`config.mk`:
```
export PLATFORM = sky130hd
export DESIGN_NAME = gate_drive_guard
export DESIGN_NICKNAME = d
export VERILOG_FILES = /design/src/rtl/gd_pkg.sv /design/src/rtl/gd_leg.sv /design/src/rtl/gate_drive_guard.sv
export SDC_FILE = /design/constraint.sdc
export NUM_CORES = 1
export LEC_CHECK = 0
export CORE_MARGIN = 8
export CORE_UTILIZATION = 33
export DETAILED_ROUTE_END_ITERATION = 8
export PLACE_DENSITY = 0.56
export SLEW_MARGIN = 0
export SYNTH_ARGS = -nofsm -noshare
export SYNTH_HDL_FRONTEND = slang
export SYNTH_HIERARCHICAL = 1
export SYNTH_SLANG_ARGS = --single-unit
```
`constraint.sdc`:
```
create_clock -name clk -period 5.4 [get_ports clk]
set_input_delay 1.35 -clock clk [delete_from_list [all_inputs] [get_ports clk]]
set_output_delay 1.35 -clock clk [all_outputs]
set_load 0.05 [all_outputs]
```
`src/rtl/gd_pkg.sv`:
```
// Shared encodings and counter widths for the gate drive guard.
package gd_pkg;

    typedef enum logic [1:0] {
        ST_IDLE   = 2'd0,
        ST_CHARGE = 2'd1,
        ST_RUN    = 2'd2,
        ST_FAULT  = 2'd3
    } top_state_t;

    typedef enum logic [1:0] {
        LEG_LO    = 2'd0,
        LEG_DT_LH = 2'd1,
        LEG_HI    = 2'd2,
        LEG_DT_HL = 2'd3
    } leg_state_t;

    localparam int DT_CNT_W  = 8;
    localparam int CHG_CNT_W = 16;
    localparam int FLT_CNT_W = 4;

endpackage

```
`src/rtl/gd_leg.sv`:
```
// Dead-time FSM for one half-bridge leg; exposes next-state gate levels so the
// top can register them together with its own state.
//   state     | meaning
//   LEG_LO    | low-side switch on
//   LEG_DT_LH | dead time, low off, waiting to turn high on
//   LEG_HI    | high-side switch on
//   LEG_DT_HL | dead time, high off, waiting to turn low on
module gd_leg
    import gd_pkg::*;
#(
    parameter int DEAD_CLKS = 12
) (
    input  logic i_clk,
    input  logic i_rst,
    input  logic i_clear,
    input  logic i_pwm_q,
    output logic o_nxt_hi,
    output logic o_nxt_lo
);

    localparam logic [DT_CNT_W-1:0] DT_LOAD = DT_CNT_W'(DEAD_CLKS - 1);

    leg_state_t          r_state, w_state_nxt;
    logic [DT_CNT_W-1:0] r_cnt, w_cnt_nxt;

    always_ff @(posedge i_clk or posedge i_rst) begin
        if (i_rst) begin
            r_state <= LEG_LO;
            r_cnt   <= '0;
        end else begin
            r_state <= w_state_nxt;
            r_cnt   <= w_cnt_nxt;
        end
    end

    always_comb begin
        w_state_nxt = r_state;
        w_cnt_nxt   = r_cnt;
        if (i_clear) begin
            w_state_nxt = LEG_LO;
            w_cnt_nxt   = '0;
        end else begin
            case (r_state)
                LEG_LO: if (i_pwm_q) begin
                    w_state_nxt = LEG_DT_LH;
                    w_cnt_nxt   = DT_LOAD;
                end
                // A reversal aborts the dead time back to the side that was on.
                LEG_DT_LH: if (!i_pwm_q) begin
                    w_state_nxt = LEG_LO;
                    w_cnt_nxt   = '0;
                end else if (r_cnt == '0) begin
                    w_state_nxt = LEG_HI;
                end else begin
                    w_cnt_nxt = r_cnt - DT_CNT_W'(1);
                end
                LEG_HI: if (!i_pwm_q) begin
                    w_state_nxt = LEG_DT_HL;
                    w_cnt_nxt   = DT_LOAD;
                end
                LEG_DT_HL: if (i_pwm_q) begin
                    w_state_nxt = LEG_HI;
                    w_cnt_nxt   = '0;
                end else if (r_cnt == '0) begin
                    w_state_nxt = LEG_LO;
                end else begin
                    w_cnt_nxt = r_cnt - DT_CNT_W'(1);
                end
                default: begin
                    w_state_nxt = LEG_LO;
                    w_cnt_nxt   = '0;
                end
            endcase
        end
    end

    assign o_nxt_hi = (w_state_nxt == LEG_HI);
    assign o_nxt_lo = (w_state_nxt == LEG_LO);

endmodule

```
`src/rtl/gate_drive_guard.sv`:
```
// Two-leg gate driver sequencer: bootstrap pre-charge, dead-time insertion and
// filtered, latched fault shutdown. Every output is a flop.
//   state     | meaning
//   ST_IDLE   | power stage off, waiting for enable
//   ST_CHARGE | both low sides on to charge the bootstrap caps
//   ST_RUN    | legs follow PWM with dead time
//   ST_FAULT  | latched shutdown until cleared
module gate_drive_guard
    import gd_pkg::*;
#(
    parameter int DEAD_CLKS     = 12,
    parameter int CHARGE_CLKS   = 16,
    parameter int FLT_FILT_CLKS = 3
) (
    input  logic       clk,
    input  logic       rst,
    input  logic [1:0] pwm_in,
    input  logic       en,
    input  logic       fault_n,
    input  logic       fault_clr,
    output logic [1:0] gate_hi,
    output logic [1:0] gate_lo,
    output logic       fault,
    output logic       ready
);

    localparam logic [CHG_CNT_W-1:0] CHG_LOAD = CHG_CNT_W'(CHARGE_CLKS - 1);
    localparam logic [FLT_CNT_W-1:0] FLT_MAX  = FLT_CNT_W'(FLT_FILT_CLKS);
    localparam logic [FLT_CNT_W-1:0] FLT_M1   = FLT_CNT_W'(FLT_FILT_CLKS - 1);

    top_state_t           r_state, w_state_nxt;
    logic [CHG_CNT_W-1:0] r_chg_cnt, w_chg_cnt_nxt;
    logic [FLT_CNT_W-1:0] r_flt_cnt, w_flt_cnt_nxt;
    logic [1:0]           r_pwm_q;
    logic                 r_sync1, r_sync2;
    logic [1:0]           r_gate_hi, r_gate_lo;
    logic                 r_fault, r_ready;
    logic                 w_trip, w_flt_act, w_leg_clear;
    logic [1:0]           w_leg_hi, w_leg_lo;

    // Trip on the edge that takes the FLT_FILT_CLKS-th consecutive low sample.
    assign w_trip    = !r_sync2 && (r_flt_cnt >= FLT_M1);
    assign w_flt_act = w_trip || (r_flt_cnt == FLT_MAX);

    always_comb begin
        w_flt_cnt_nxt = r_flt_cnt;
        if (r_sync2)
            w_flt_cnt_nxt = '0;
        else if (r_flt_cnt != FLT_MAX)
            w_flt_cnt_nxt = r_flt_cnt + FLT_CNT_W'(1);
    end

    always_comb begin
        w_state_nxt   = r_state;
        w_chg_cnt_nxt = r_chg_cnt;
        case (r_state)
            ST_IDLE: if (w_trip) begin
                w_state_nxt = ST_FAULT;
            end else if (en) begin
                w_state_nxt   = ST_CHARGE;
                w_chg_cnt_nxt = CHG_LOAD;
            end
            ST_CHARGE: if (w_trip) begin
                w_state_nxt = ST_FAULT;
            end else if (!en) begin
                w_state_nxt = ST_IDLE;
            end else if (r_chg_cnt == '0) begin
                w_state_nxt = ST_RUN;
            end else begin
                w_chg_cnt_nxt = r_chg_cnt - CHG_CNT_W'(1);
            end
            ST_RUN: if (w_trip)
                w_state_nxt = ST_FAULT;
            else if (!en)
                w_state_nxt = ST_IDLE;
            ST_FAULT: if (fault_clr && !w_flt_act)
                w_state_nxt = ST_IDLE;
            default: w_state_nxt = ST_IDLE;
        endcase
    end

    // Legs sit in LO on both sides of any non-RUN interval, so RUN starts from LO.
    assign w_leg_clear = (r_state != ST_RUN) || (w_state_nxt != ST_RUN);

    for (genvar g = 0; g < 2; g++) begin : g_leg
        gd_leg #(.DEAD_CLKS(DEAD_CLKS)) u_leg (
            .i_clk    (clk),
            .i_rst    (rst),
            .i_clear  (w_leg_clear),
            .i_pwm_q  (r_pwm_q[g]),
            .o_nxt_hi (w_leg_hi[g]),
            .o_nxt_lo (w_leg_lo[g])
        );
    end

    always_ff @(posedge clk or posedge rst) begin
        if (rst) begin
            r_state   <= ST_IDLE;
            r_chg_cnt <= '0;
            r_flt_cnt <= '0;
            r_pwm_q   <= '0;
            r_sync1   <= 1'b1;
            r_sync2   <= 1'b1;
            r_gate_hi <= '0;
            r_gate_lo <= '0;
            r_fault   <= 1'b0;
            r_ready   <= 1'b0;
        end else begin
            r_state   <= w_state_nxt;
            r_chg_cnt <= w_chg_cnt_nxt;
            r_flt_cnt <= w_flt_cnt_nxt;
            r_pwm_q   <= pwm_in;
            r_sync1   <= fault_n;
            r_sync2   <= r_sync1;
            r_gate_hi <= (w_state_nxt == ST_RUN) ? w_leg_hi : 2'b00;
            r_gate_lo <= (w_state_nxt == ST_CHARGE) ? 2'b11 :
                         (w_state_nxt == ST_RUN)    ? w_leg_lo : 2'b00;
            r_fault   <= (w_state_nxt == ST_FAULT);
            r_ready   <= (w_state_nxt == ST_RUN);
        end
    end

    assign gate_hi = r_gate_hi;
    assign gate_lo = r_gate_lo;
    assign fault   = r_fault;
    assign ready   = r_ready;

endmodule

```
==> impl_metrics.env <==
export IMPL_synthAdderAreaFrac=0.0343
export IMPL_tightest_slew_ns=0.746
export IMPL_fin_area_um2=3230
export IMPL_drt_iter0_drc=102
export IMPL_cpMaxStageDelayCell="clkdlybuf4s50_1"
export IMPL_dieArea_um2=12100
export IMPL_synth_ff_latch_count=52
export IMPL_critPathCaptureType="flip-flop"
export IMPL_setup_viol=0
export IMPL_wl_per_cell_um=14.4
export IMPL_crit_fanout=24
export IMPL_start_kind="primary input"
export IMPL_cts_made_buffers=5
export IMPL_combPwrFrac=0.370
export IMPL_ctsHoldBuffers=0
export IMPL_final_common_cell="dfrtp_1"
export IMPL_multi_input_area_um2=1490
export IMPL_dr_pass1_iters=4
export IMPL_antenna_left=0
export IMPL_cts_setup_buffers=0
export IMPL_gr_total_overflow=0
export IMPL_pwr_share_seq=0.439
export IMPL_grt_pass1_wl_mm=10.9
export IMPL_synth_edff_count=0
export IMPL_vias=2269
export IMPL_area_growth_synth_to_final_pct=10.7
export IMPL_top_level_ports=13
export IMPL_cts_sinks=52
export IMPL_min_path_type="flip-flop to flip-flop"
export IMPL_synth_compound_area_share=0.174
export IMPL_critPathKind="primary input to flip-flop"
export IMPL_synth_top_area_share=0.429
export IMPL_seqCellArea_um2=1300
export IMPL_crit_arrival_ns=3.39
export IMPL_drc=0
export IMPL_async_reset_ff_frac=1.00
export IMPL_start_util=0.338
export IMPL_port_buffers=12
export IMPL_p_total_mw=1.25
export IMPL_cts_root_buf="clkbuf_8"
export IMPL_drt_wl_total_mm=6.18
export IMPL_report_final_slew_viol_count=0
export IMPL_synth_xor_area_share=0.0567
export IMPL_ys_flop_type="dfrtp_1"
export IMPL_required_ns=5.61
export IMPL_fmax_mhz=314
export IMPL_fill_cells=871
export IMPL_nNetsFinal=336
export IMPL_via_per_inst=5.28
export IMPL_post_route_util=0.374
export IMPL_p_clk_frac=0.191
export IMPL_fin_worst_skew_ns=0.0132
export IMPL_fin_crit_ns=3.18
export IMPL_fin_setup_tns_ns=0
export IMPL_p_sw_frac=0.405
export IMPL_dp_hpwl_mm=4.42
export IMPL_cts_resized_gates=0
export IMPL_cts_clk_slew_worst_paths_ns=0.11
export IMPL_die_y_um=110
export IMPL_clockBufferDepth=2
export IMPL_clk_latency_ns=0.32
export IMPL_cp_cell_sequence="clkdlybuf4s50_1 > inv_1 > nor2_1 > nand2_1 > or2_1 > o311a_1"
export IMPL_finalHoldViolCount=0
export IMPL_grt_use_total=0.112
export IMPL_core_um2=8640
export IMPL_synthCells=310
export IMPL_yosysTopAreaCell="dfrtp_1"
export IMPL_avgSynthCellArea_um2=9.40
export IMPL_p_int_mw=0.742
export IMPL_synth_top_family_by_area="simple AND/OR/NAND/NOR gates"
export IMPL_rsz0062_at_grt="no"
export IMPL_grt_max_degree=33
export IMPL_dieWidth_um=110
export IMPL_final_cell_mix="50 x dfrtp_1, 41 x nor2_1, 19 x inv_1, 17 x nand2_1, 15 x a21oi_1"
export IMPL_synthMuxAreaShare=0.0176
export IMPL_layout_drive_gt1_share=0.0776
export IMPL_netlist_area_um2=2920
export IMPL_cts_tree="done"
export IMPL_yosysSeqAreaShare=0.447
export IMPL_synth_area_leaders="dfrtp_1 43%, nor2_1 5.3%, ha_1 3.4%"
export IMPL_max_stage_delay_ns=0.52
export IMPL_finalCritPeriodShare=0.589
export IMPL_power_density_nw_per_um2=386
export IMPL_cap_violations=0
export IMPL_status="finished, final reports clean"
export IMPL_syn_nets=325
export IMPL_place_congestion=0.808
export IMPL_rows=34
export IMPL_ir_drop_mv=0.159
export IMPL_yosys_area_share_simple=0.227
export IMPL_htreeDepth=2
export IMPL_antenna_found_initial=0
export IMPL_diodes=0
export IMPL_synth_warnings=6
export IMPL_grt_pass1_vias=2212
export IMPL_yosys_cell_types_count=52
export IMPL_placed_area_um2=3130
export IMPL_max_slew_margin=0.502
export IMPL_cellLeakagePower_nw=1.39
export IMPL_switchingPower_mw=0.505
through the flow:
step           hold WS [ns]  cells  worst slack [ns]
6_report              0.364    430              2.22
5_1_grt               0.371    430              2.05
2_1_floorplan         0.345    310              2.86
4_1_cts               0.366    430              2.24
3_5_place_dp          0.348    422              1.91
3_3_place_gp          0.349    422              1.95
cells by family after synthesis:
family | count (synthesis)
xor+xnor | 18
buf+inv | 29
flops | 52
compound gates | 75
mux | 5
simple gates | 123
fa+ha+maj | 8
worst max-delay path, delay by kind of cell:
kind	cells	cell delay, ns
compound gates	1	0.33
simple gates	3	1.12
buf+inv	2	0.59
synth_stat cells (2+ instances only):
| cell type | instances |
|---|---|
| nor3_1 | 6 |
| dfrtp_1 | 50 |
| or2_1 | 2 |
| or4_1 | 8 |
| a21oi_1 | 15 |
| nor4_1 | 7 |
| o311a_1 | 2 |
| nand3_1 | 9 |
| xor2_1 | 8 |
| a31oi_1 | 9 |
| dfstp_2 | 2 |
| o22ai_1 | 2 |
| nor2_1 | 41 |
| o32ai_1 | 2 |
| nor2b_1 | 3 |
| o21ai_1 | 2 |
| o311ai_0 | 3 |
| or3_1 | 7 |
| nand2b_1 | 7 |
| a211oi_1 | 5 |
| ha_1 | 8 |
| a311oi_1 | 2 |
| inv_1 | 19 |
| clkbuf_1 | 5 |
| o21bai_2 | 2 |
| nor3b_1 | 3 |
| o311ai_1 | 6 |
| buf_2 | 3 |
| o21ai_0 | 12 |
| o31ai_1 | 3 |
| or2_2 | 3 |
| o211ai_1 | 5 |
| nand2_1 | 17 |
| mux2i_1 | 4 |
| xnor2_1 | 9 |
| and2_1 | 3 |
per-layer routing:
layer | share of wire | track usage | routed length, um | up-vias
met2 | 0.46 | 0.176 | 2830 | 26
met5 | 0 | 0 | 0 | -
met1 | 0.50 | 0.152 | 3110 | 1095
met3 | 0.030 | 0.0227 | 187 | 4
li1 | - | - | - | 1144
met4 | 0.0089 | 0.0366 | 55 | 0
cell type report:
type | count | area share
multi-input cells | 229 | 0.461
flip-flops and latches | 52 | 0.404
repair buffers | 14 | 0.0419
well taps | 108 | 0.0419
inverters | 19 | 0.0221
clock buffers | 5 | 0.0213
clock inverters | 3 | 0.00814
worst paths after layout:
| check | endpoint | start | slack (ns) | cells past startpoint |
|---|---|---|---|---|
| worst max-delay path | gate_lo[1]$_DFF_PP0_ | en | 2.22 | 6 |
| worst min-delay path | r_sync2$_DFF_PP1_ | r_sync1$_DFF_PP1_ | 0.36 | 0 |
| worst max register to register | gate_lo[1]$_DFF_PP0_ | r_flt_cnt[0]$_DFFE_PP0P_ | 2.37 | 8 |
| worst min register to register | r_sync2$_DFF_PP1_ | r_sync1$_DFF_PP1_ | 0.36 | 0 |
| max in group asynchronous | r_sync1$_DFF_PP1_ | rst | 3.55 | 3 |
| min in group asynchronous | g_leg[0].u_leg/r_cnt[0]$_DFFE_PP0P_ | rst | 1.40 | 2 |
sequential cells by signal (all words and copies together) (netlist names):
| name | cells |
|---|---|
| g_leg.u_leg/r_state | 4 |
| gate_hi | 2 |
| g_leg.u_leg/r_cnt | 16 |
| r_sync1 | 1 |
| r_sync2 | 1 |
| r_flt_cnt | 4 |
| gate_lo | 2 |
| ready | 1 |
| r_state | 2 |
| fault | 1 |
| r_pwm_q | 2 |
| r_chg_cnt | 16 |
power by group through the flow:
stage / logic (mW) / registers (mW) / clock network, mW
3_3_place_gp: 0.460 / 0.552 / 0
6_report: 0.462 / 0.548 / 0.238
4_1_cts: 0.465 / 0.546 / 0.251
5_1_grt: 0.526 / 0.562 / 0.265
2_1_floorplan: 0.356 / 0.549 / 0
3_5_place_dp: 0.463 / 0.553 / 0
No activity file was read; power rests on OpenSTA's default activity.
